===== config.mk =====
export PLATFORM = sky130hd
export DESIGN_NAME = mission_sequencer
export DESIGN_NICKNAME = d
export VERILOG_FILES = /design/src/rtl/bot_pkg.sv /design/src/rtl/order_fifo.sv /design/src/rtl/mission_sequencer.sv
export SDC_FILE = /design/constraint.sdc
export NUM_CORES = 1
export LEC_CHECK = 0
export BUFFER_PORTS_ARGS = -buffer_cell sky130_fd_sc_hd__buf_4
export CORE_MARGIN = 1
export CORE_UTILIZATION = 59
export CTS_BUF_LIST = sky130_fd_sc_hd__clkbuf_2
export CTS_CLUSTER_DIAMETER = 40
export CTS_CLUSTER_SIZE = 28
export DETAILED_ROUTE_END_ITERATION = 8
export PLACE_DENSITY_LB_ADDON = 0.2
export SYNTH_ARGS = -nofsm -noshare
export SYNTH_HDL_FRONTEND = slang
export SYNTH_SLANG_ARGS = --single-unit
export TNS_END_PERCENT = 10

===== constraint.sdc =====
create_clock -name clk -period 3.1 [get_ports clk]
set_input_delay 0.62 -clock clk [delete_from_list [all_inputs] [get_ports clk]]
set_output_delay 0.62 -clock clk [all_outputs]
set_load 0.05 [all_outputs]

===== src/rtl/bot_pkg.sv =====
// Shared codes for the bot drive FSM and the mission sequencer.
// Drive-state constants and sequencer encodings live here.
package bot_pkg;

    localparam logic [2:0] ST_IDLE       = 3'b000;
    localparam logic [2:0] ST_DRIVE_BOTH = 3'b001;
    localparam logic [2:0] ST_TURN_LEFT  = 3'b010;
    localparam logic [2:0] ST_TURN_RIGHT = 3'b011;
    localparam logic [2:0] ST_U_TURN     = 3'b100;
    localparam logic [2:0] ST_PICK_BOX   = 3'b101;

    typedef enum logic [1:0] {
        S_IDLE   = 2'd0,
        S_LAUNCH = 2'd1,
        S_RUN    = 2'd2,
        S_RETIRE = 2'd3
    } seq_state_t;

    typedef enum logic [2:0] {
        ACT_NONE     = 3'd0,
        ACT_DONE     = 3'd1,
        ACT_RETRY    = 3'd2,
        ACT_MIS_DROP = 3'd3,
        ACT_TMO_DROP = 3'd4
    } retire_act_t;

    function automatic logic bot_idle(input logic [2:0] s);
        return s == ST_IDLE;
    endfunction

    function automatic logic bot_at_pick(input logic [2:0] s);
        return s == ST_PICK_BOX;
    endfunction

endpackage


===== src/rtl/order_fifo.sv =====
// Synchronous order queue holding RFID tags awaiting dispatch.
// Head is presented combinationally; push and pop may coincide.
module order_fifo #(
    parameter int DEPTH = 4,
    parameter int TAG_W = 8
) (
    input  logic                   clk,
    input  logic                   reset,
    input  logic                   push,
    input  logic [TAG_W-1:0]       push_tag,
    input  logic                   pop,
    output logic                   full,
    output logic                   empty,
    output logic [$clog2(DEPTH):0] count,
    output logic [TAG_W-1:0]       head
);

    localparam int AW = $clog2(DEPTH);
    localparam logic [AW:0] FULL_CNT = DEPTH[AW:0];

    logic [TAG_W-1:0] mem [DEPTH];
    logic [AW-1:0]    wr_ptr;
    logic [AW-1:0]    rd_ptr;
    logic             do_push;
    logic             do_pop;

    assign full    = (count == FULL_CNT);
    assign empty   = (count == '0);
    assign do_push = push && !full;
    assign do_pop  = pop && !empty;
    assign head    = mem[rd_ptr];

    always_ff @(posedge clk) begin
        if (do_push) begin
            mem[wr_ptr] <= push_tag;
        end
    end

    always_ff @(posedge clk or negedge reset) begin
        if (!reset) begin
            wr_ptr <= '0;
            rd_ptr <= '0;
            count  <= '0;
        end else begin
            if (do_push) begin
                wr_ptr <= wr_ptr + 1'b1;
            end
            if (do_pop) begin
                rd_ptr <= rd_ptr + 1'b1;
            end
            unique case ({do_push, do_pop})
                2'b10:   count <= count + 1'b1;
                2'b01:   count <= count - 1'b1;
                default: count <= count;
            endcase
        end
    end

endmodule


===== src/rtl/mission_sequencer.sv =====
// Task-level sequencer: queues pick orders, launches the drive FSM,
// verifies the scanned tag and retires, retries or drops each order.
module mission_sequencer
    import bot_pkg::*;
#(
    parameter int TAG_W     = 8,
    parameter int DEPTH     = 4,
    parameter int TIMEOUT   = 1024,
    parameter int MAX_RETRY = 2
) (
    input  logic                   clk,
    input  logic                   reset,
    input  logic                   task_valid,
    input  logic [TAG_W-1:0]       task_tag,
    output logic                   task_ready,
    input  logic [2:0]             bot_state,
    input  logic [TAG_W-1:0]       rfid_tag,
    input  logic                   clr_err,
    output logic                   start_signal,
    output logic                   busy,
    output logic                   done_pulse,
    output logic [TAG_W-1:0]       done_tag,
    output logic                   mismatch_err,
    output logic                   timeout_err,
    output logic [7:0]             tasks_completed,
    output logic [$clog2(DEPTH):0] queue_count
);

    localparam int TW = $clog2(TIMEOUT);
    localparam int RW = (MAX_RETRY > 0) ? $clog2(MAX_RETRY + 1) : 1;
    localparam int TL = TIMEOUT - 1;
    localparam logic [TW-1:0] TMO_LAST  = TL[TW-1:0];
    localparam logic [RW-1:0] RETRY_MAX = MAX_RETRY[RW-1:0];

    seq_state_t       state;
    seq_state_t       state_nx;
    retire_act_t      act;
    logic [TW-1:0]    timer;
    logic [RW-1:0]    retry_cnt;
    logic             match_q;
    logic             tmo_q;
    logic             tmo_hit;
    logic             in_attempt;
    logic             start_d;
    logic             push;
    logic             pop;
    logic             full;
    logic             empty;
    logic [TAG_W-1:0] head;

    order_fifo #(
        .DEPTH (DEPTH),
        .TAG_W (TAG_W)
    ) u_fifo (
        .clk      (clk),
        .reset    (reset),
        .push     (push),
        .push_tag (task_tag),
        .pop      (pop),
        .full     (full),
        .empty    (empty),
        .count    (queue_count),
        .head     (head)
    );

    assign task_ready = !full;
    assign push       = task_valid && !full;
    assign busy       = (state != S_IDLE) || !empty;
    assign in_attempt = (state == S_LAUNCH) || (state == S_RUN);
    assign tmo_hit    = in_attempt && (timer == TMO_LAST);

    always_ff @(posedge clk or negedge reset) begin
        if (!reset) begin
            state <= S_IDLE;
        end else begin
            state <= state_nx;
        end
    end

    always_comb begin
        state_nx = state;
        unique case (state)
            S_IDLE: begin
                if (!empty && bot_idle(bot_state)) begin
                    state_nx = S_LAUNCH;
                end
            end
            S_LAUNCH: begin
                if (tmo_hit) begin
                    state_nx = S_RETIRE;
                end else if (!bot_idle(bot_state)) begin
                    state_nx = S_RUN;
                end
            end
            S_RUN: begin
                if (tmo_hit || bot_at_pick(bot_state)) begin
                    state_nx = S_RETIRE;
                end
            end
            S_RETIRE: begin
                if (bot_idle(bot_state)) begin
                    state_nx = S_IDLE;
                end
            end
            default: state_nx = S_IDLE;
        endcase
    end

    // A timed-out attempt is dropped even if a tag was scanned.
    always_comb begin
        act     = ACT_NONE;
        start_d = (state_nx == S_LAUNCH);
        if (state == S_RETIRE && bot_idle(bot_state)) begin
            priority case (1'b1)
                tmo_q:                   act = ACT_TMO_DROP;
                match_q:                 act = ACT_DONE;
                (retry_cnt < RETRY_MAX): act = ACT_RETRY;
                default:                 act = ACT_MIS_DROP;
            endcase
        end
        pop = (act == ACT_DONE) || (act == ACT_MIS_DROP)
           || (act == ACT_TMO_DROP);
    end

    always_ff @(posedge clk or negedge reset) begin
        if (!reset) begin
            timer   <= '0;
            match_q <= 1'b0;
            tmo_q   <= 1'b0;
        end else begin
            timer <= in_attempt ? timer + 1'b1 : '0;
            if (state == S_IDLE) begin
                match_q <= 1'b0;
                tmo_q   <= 1'b0;
            end else begin
                if (state == S_RUN && bot_at_pick(bot_state)) begin
                    match_q <= (rfid_tag == head);
                end
                if (tmo_hit) begin
                    tmo_q <= 1'b1;
                end
            end
        end
    end

    always_ff @(posedge clk or negedge reset) begin
        if (!reset) begin
            retry_cnt <= '0;
        end else begin
            unique case (act)
                ACT_RETRY:    retry_cnt <= retry_cnt + 1'b1;
                ACT_DONE,
                ACT_MIS_DROP,
                ACT_TMO_DROP: retry_cnt <= '0;
                default:      retry_cnt <= retry_cnt;
            endcase
        end
    end

    always_ff @(posedge clk or negedge reset) begin
        if (!reset) begin
            start_signal    <= 1'b0;
            done_pulse      <= 1'b0;
            done_tag        <= '0;
            tasks_completed <= '0;
        end else begin
            start_signal <= start_d;
            done_pulse   <= (act == ACT_DONE);
            if (act == ACT_DONE) begin
                done_tag <= head;
                if (tasks_completed != 8'hFF) begin
                    tasks_completed <= tasks_completed + 8'd1;
                end
            end
        end
    end

    // Setting an error wins over a simultaneous clear.
    always_ff @(posedge clk or negedge reset) begin
        if (!reset) begin
            mismatch_err <= 1'b0;
            timeout_err  <= 1'b0;
        end else begin
            if (act == ACT_MIS_DROP) begin
                mismatch_err <= 1'b1;
            end else if (clr_err) begin
                mismatch_err <= 1'b0;
            end
            if (tmo_hit) begin
                timeout_err <= 1'b1;
            end else if (clr_err) begin
                timeout_err <= 1'b0;
            end
        end
    end

endmodule


==> After elaboration in Yosys (flattened, before gate mapping) <==
Memory sizes are Yosys's and may differ from the RTL's.
Index checks and enable logic that the tools add are counted.
{ "word_totals": {"register_bits": 43, "out_inout_bits": 25, "in_bits": 23, "ramBits": 32, "memories": 1} }
{ "mem_list": {"columns": ["name", "depth", "width", "rd", "rd_clocked_by_memory_dff", "wr", "line", "rtl"], "rows": [
  ["u_fifo.mem", 4, 8, 1, 0, 1, "order_fifo.sv:21", "logic [TAG_W-1:0] mem [DEPTH];"]
]} }
{ "classes": {"n_addsub": 7, "eq_ne": 15, "magnitude_cmp": 1, "reduce_logical": 26, "n_mux": 22} }
{ "ops": {"columns": ["operator", "n"], "rows": [
  ["2-bit nonzero test", 7],
  ["2-bit 2-to-1 mux", 6],
  ["10-bit by 1-bit adder with 10-bit output (second input constant)", 1],
  ["10-bit equality test (second input constant)", 1],
  ["1-bit 2-to-1 mux", 10],
  ["10-bit 2-to-1 mux", 1],
  ["3-bit equality test (second input constant)", 3],
  ["8-bit by 1-bit adder with 8-bit output (second input constant)", 1],
  ["8-bit equality test", 1],
  ["8-bit != test (second input constant)", 1],
  ["2-bit one-hot mux with 4 select lines", 1],
  ["1-bit logical AND", 7],
  ["2-bit by 1-bit adder with 2-bit output (second input constant)", 3],
  ["2-bit by 1-bit equality test with 1-bit output (second input constant)", 3],
  ["2-bit equality test (second input constant)", 3],
  ["3-bit by 2-bit equality test with 1-bit output (second input constant)", 2],
  ["3-bit logical NOT", 2],
  ["3-bit 2-to-1 mux", 2],
  ["3-bit one-hot mux with 2 select lines", 1],
  ["1-bit logical OR", 5],
  ["2-bit one-hot mux with 2 select lines", 1],
  ["3-bit by 1-bit adder with 3-bit output (second input constant)", 1],
  ["3-bit by 1-bit equality test with 1-bit output (second input constant)", 1],
  ["3-bit OR reduction", 1],
  ["5 further kinds", 6]
]} }

==> Depth between registers and ports, before layout <==
{ "logic_depth": {"depth_word": 11, "mapped_depth": 10} }

==> Cells and area by module <==
From an unflattened synthesis, not the netlist that was laid out.
{ "unflattened": {"cells_unflattened": 257, "hier_area_um2": 3404.5} }
{ "modules_own_cells": {"columns": ["module", "area_per_inst_um2", "cells_each", "instances"], "rows": [
  ["mission_sequencer", 1811.7, 178, 1],
  ["order_fifo", 1592.8, 79, 1]
]} }

==> Worst setup path after synthesis <==
No wires, ideal clock.
{ "synth_timing": {"path_kind": "register -> register", "start": "reg u_fifo.count[2]", "end": "reg u_fifo.count[2]", "arrival_ps": 2638, "setup_slack_ps": 380, "n_path_buf": 0, "stages_incl_launch_ff": 10, "t_required_ps": 3018, "cell_sequence": "dfrtp_1 > nand3_1 > and2_1 > inv_1 > ha_1 > inv_1 > fa_1 > xor2_1 > nor2_1 > xor2_1"} }
{ "synth_between": {"elab_chain_cells": 6} }
{ "synth_lines": {"columns": ["item", "line", "rtl"], "rows": [
  ["from (decl)", "order_fifo.sv:14", "output logic [$clog2(DEPTH):0] count,"],
  ["from (signal assigned)", "order_fifo.sv:52", "2'b10: count <= count + 1'b1;"],
  ["from (signal assigned)", "order_fifo.sv:53", "2'b01: count <= count - 1'b1;"],
  ["from (signal assigned)", "order_fifo.sv:54", "default: count <= count;"],
  ["3-bit equality test *", "order_fifo.sv:27", "assign full = (count == FULL_CNT);"],
  ["1-bit logical NOT *", null, null],
  ["via task_ready", "mission_sequencer.sv:15", "output logic task_ready,"],
  ["1-bit logical AND", "mission_sequencer.sv:67", "assign push = task_valid && !full;"],
  ["1-bit logical AND *", "order_fifo.sv:29", "assign do_push = push && !full;"],
  ["2-bit by 1-bit equality test with 1-bit output / 2-bit equality test (equally long branches)", "order_fifo.sv:51", "unique case ({do_push, do_pop})"],
  ["3-bit one-hot mux with 2 select lines / 2-bit nonzero test (equally long branches)", null, null]
]} }
Mark *: on every way through the listed nets, which the timed path passes. The rest lies on a longest branch.
A chain may end at the register's enable or synchronous reset.

==> Final worst setup path <==
{ "layout_timing": {"start": "reg state[1]", "end": "reg u_fifo.count[2]"} }
{ "layout_between": {"elab_chain_cells": 9} }
{ "layout_lines": {"columns": ["item", "line", "rtl"], "rows": [
  ["from (decl)", "mission_sequencer.sv:35", "seq_state_t state;"],
  ["from (signal assigned)", "mission_sequencer.sv:76", "state <= state_nx;"],
  ["2-bit equality test *", "mission_sequencer.sv:113", "if (state == S_RETIRE && bot_idle(bot_state)) begin"],
  ["1-bit logical AND *", "mission_sequencer.sv:113", null],
  ["3-bit 2-to-1 mux *", "mission_sequencer.sv:113", null],
  ["3-bit by 1-bit equality test with 1-bit output / 3-bit by 2-bit equality test with 1-bit output (equally long branches)", "mission_sequencer.sv:121", "pop = (act == ACT_DONE) || (act == ACT_MIS_DROP)"],
  ["1-bit logical OR", "mission_sequencer.sv:121", null],
  ["1-bit logical OR *", "mission_sequencer.sv:122", "|| (act == ACT_TMO_DROP);"],
  ["1-bit logical AND *", "order_fifo.sv:30", "assign do_pop = pop && !empty;"],
  ["via u_fifo.do_pop", "order_fifo.sv:25", "logic do_pop;"],
  ["2-bit by 1-bit equality test with 1-bit output / 2-bit equality test (equally long branches)", "order_fifo.sv:51", null],
  ["3-bit one-hot mux with 2 select lines / 2-bit nonzero test (equally long branches)", null, null]
]} }
Marks and branches as above.

==> flow_summary.json <==
{
  "via_count": 2027,
  "syn_avg_cell_area_um2": 14.2,
  "fin_crit_ns": 2.71,
  "die_y_um": 77.3,
  "critPathMaxStageDelay_ns": 0.54,
  "clock_latency_ns": 0.50,
  "cts.clk_slew.worst_paths_ns": 0.22,
  "finalCritPeriodShare": 0.876,
  "critPathArrivalTime_ns": 3.13,
  "cts-hold-fix-buffers": 0,
  "antenna_found_initial": 0,
  "ir_worst_vdd_mv": 0.600,
  "grt_pass1_wl_um": 9720,
  "io_pins": 48,
  "fp.dieArea_um2": 5980,
  "synth_top_area_frac": 0.321,
  "synth_edf_count": 32,
  "cts_tree": "yes",
  "synth_top_flop_cell": "dfrtp_1",
  "portBuffers": 47,
  "outcome": "finished, final reports clean",
  "cts_buffers": 9,
  "r2r-end": "u_fifo.count[2]",
  "crit_family": "simple AND/OR/NAND/NOR gates",
  "fmax_ghz": 0.368,
  "crit_required_ns": 3.52,
  "r2r_start": "state[1]",
  "synth_compound_area_frac": 0.0516,
  "worst_hold_path_type": "in -> async",
  "rsz0062_at_grt": "false",
  "cts.path.max_buffers": 2,
  "ys_async_sr_fraction": 0.573,
  "yosys-top-cells-area": "dfrtp_1, edfxtp_1, ha_1, xnor2_1, mux4_2",
  "yosys_register_bits": 75,
  "synth-adder-area-share": 0.0508,
  "track_usage": 0.214,
  "yosys-top-cells-count": "dfrtp_1, edfxtp_1, xnor2_1",
  "area_growth_pct": 16.0,
  "num-nets-final": 326,
  "rows": 27,
  "post-route-drc-count": 0,
  "p_leak_nw": 1.72,
  "yosysSeqAreaShare": 0.608,
  "hold_viol": 0,
  "rr_worst_depth": 9,
  "synth_xor_area_frac": 0.0680,
  "synth_top_area_cell": "dfrtp_1",
  "cts_setup_buffers": 0,
  "cp_slowest_cell": "or4b_4",
  "fin_util": 0.710,
  "core_um2": 5470,
  "dieWidth_um": 77.3,
  "startpoint": "state[1]",
  "drtIter0Drc": 132,
  "wire_per_inst_um": 15.4,
  "setup_tns_ns": 0,
  "start_kind": "register",
  "syn_nets": 272,
  "start_util": 0.612,
  "synth_area_um2": 3350,
  "drt_wl_total_um": 5640,
  "setup.worst_path.end_class": "register",
  "worst_pin_slew_ns": 0.532,
  "yosysWarnings": 0,
  "finalSetupViolations": 0,
  "crit_fanout": 7,
  "hpwlAfterDp_um": 4040,
  "first_pass_iters": 4,
  "htreeDepth": 3,
  "overflow": 0,
  "synth_top_family_by_area": "simple AND/OR/NAND/NOR gates",
  "synth_simple_gate_area_share": 0.112,
  "syn_inst": 236,
  "grt_max_degree": 44,
  "post_cts_resized": 0,
  "viasPerCell": 5.52,
  "max-cap-violations": 0,
  "critPathBufInv": 1,
  "powerDensity_nw_per_um2": 687,
  "path_cells": "ha_1 > or4b_4 > nor3_1 > ha_1 > inv_1 > fa_1 > xor2_1 > nor2_1 > xor2_1",
  "netlist-cell-type-count": 46,
  "slew_headroom": 0.646,
  "final_antenna_net_count": 0,
  "crit_type": "reg -> reg",
  "r2r_slack_ns": 0.39,
  "root_buffer": "clkbuf_2",
  "place_congestion": 0.810,
  "drv_slew": 0,
  "cts.sinks": 75,
  "drive_above_1_share": 0.285,
  "yosysMostFrequentCell": "dfrtp_1",
  "muxShareOfSynthArea": 0.0889,
  "grt_pass1_vias": 2034,
  "n_antenna_cell": 0,
  "clock_skew_ns": 0.0373
}
metrics by stage:
step,setup WS [ns],power [mW],hold WS [ns],area [um2],instances
after floorplan,0.380,1.93,0.324,3350,236
after global placement,0.325,2.14,0.465,3770,351
after detailed placement,0.238,2.16,0.471,3770,351
after CTS,0.391,2.69,0.0444,3880,367
after global routing,0.178,2.84,0.0384,3880,367
final,0.386,2.67,0.0441,3880,367
cell usage in the layout (no fill, tap or decap), types with 3 or more instances in the layout:
master,n
o21ai_0,7
or3_1,4
and3_1,8
edfxtp_1,32
mux4_2,6
nand3_1,7
mux2_2,8
mux2i_1,5
nor3_1,5
inv_1,10
nor2_1,3
a21boi_0,3
and2_1,7
xnor2_1,16
nand2_1,10
clkbuf_2,10
nor2b_1,3
dfrtp_1,43
nand4_1,5
xor2_1,10
ha_1,12
buf_4,48
cell type report:
type / instances / area, um2
timing repair buffer: 48 / 360
sequential: 75 / 2040
clock inverter: 6 / 65.1
inverter: 10 / 37.5
clock buffer: 10 / 50.0
fill: 404 / 1590
tap: 72 / 90.1
multi-input combinational: 146 / 1240
registers in the layout (all words and copies together) (netlist names):
name and cells:
timeout_err 1, retry_cnt 2, mismatch_err 1, done_tag 8
u_fifo.mem 32, match_q 1, u_fifo.wr_ptr 2, timer 10
tasks_completed 8, tmo_q 1, u_fifo.count 3, state 2
start_signal 1, done_pulse 1, u_fifo.rd_ptr 2
per-layer routing:
layer | track usage | vias up | share of wire | routed length (um)
met3 | 0.0447 | 8 | 0.038 | 217
li1 | - | 976 | - | -
met5 | 0 | - | 0 | 0
met1 | 0.305 | 996 | 0.47 | 2660
met4 | 0.0906 | 0 | 0.014 | 78
met2 | 0.322 | 47 | 0.48 | 2690
logic make-up after synthesis:
group,count (synthesis)
flip-flops,75
AND/OR/NAND/NOR,63
XOR/XNOR,26
AO/OA/AOI/OAI,23
multiplexers,21
buffers and inverters,15
adder cells (fa/ha/maj),13
worst register-to-register path: stages, from the launching register on:
cell and delay, ns:
dfrtp_1 0.46, ha_1 0.22, or4b_4 0.54, nor3_1 0.33
ha_1 0.25, inv_1 0.06, fa_1 0.37, xor2_1 0.15
nor2_1 0.12, xor2_1 0.16
report_power, final:
part	switching [mW]	internal [mW]	leakage, nW
clock	0.343	0.191	0.0723
combinational	0.451	0.337	0.778
sequential	0.130	1.22	0.873
total	0.923	1.74	1.72
worst max-delay path by stage:
stage | endpoint | slack, ns | cells after the start
floorplan | u_fifo.count[2] | 0.38 | 9
global placement | u_fifo.count[2] | 0.33 | 9
detailed placement | u_fifo.count[2] | 0.24 | 9
CTS | u_fifo.count[2] | 0.39 | 9
global route | u_fifo.count[2] | 0.18 | 9
finish | u_fifo.count[2] | 0.39 | 9
(Power assumes the default switching activity.)
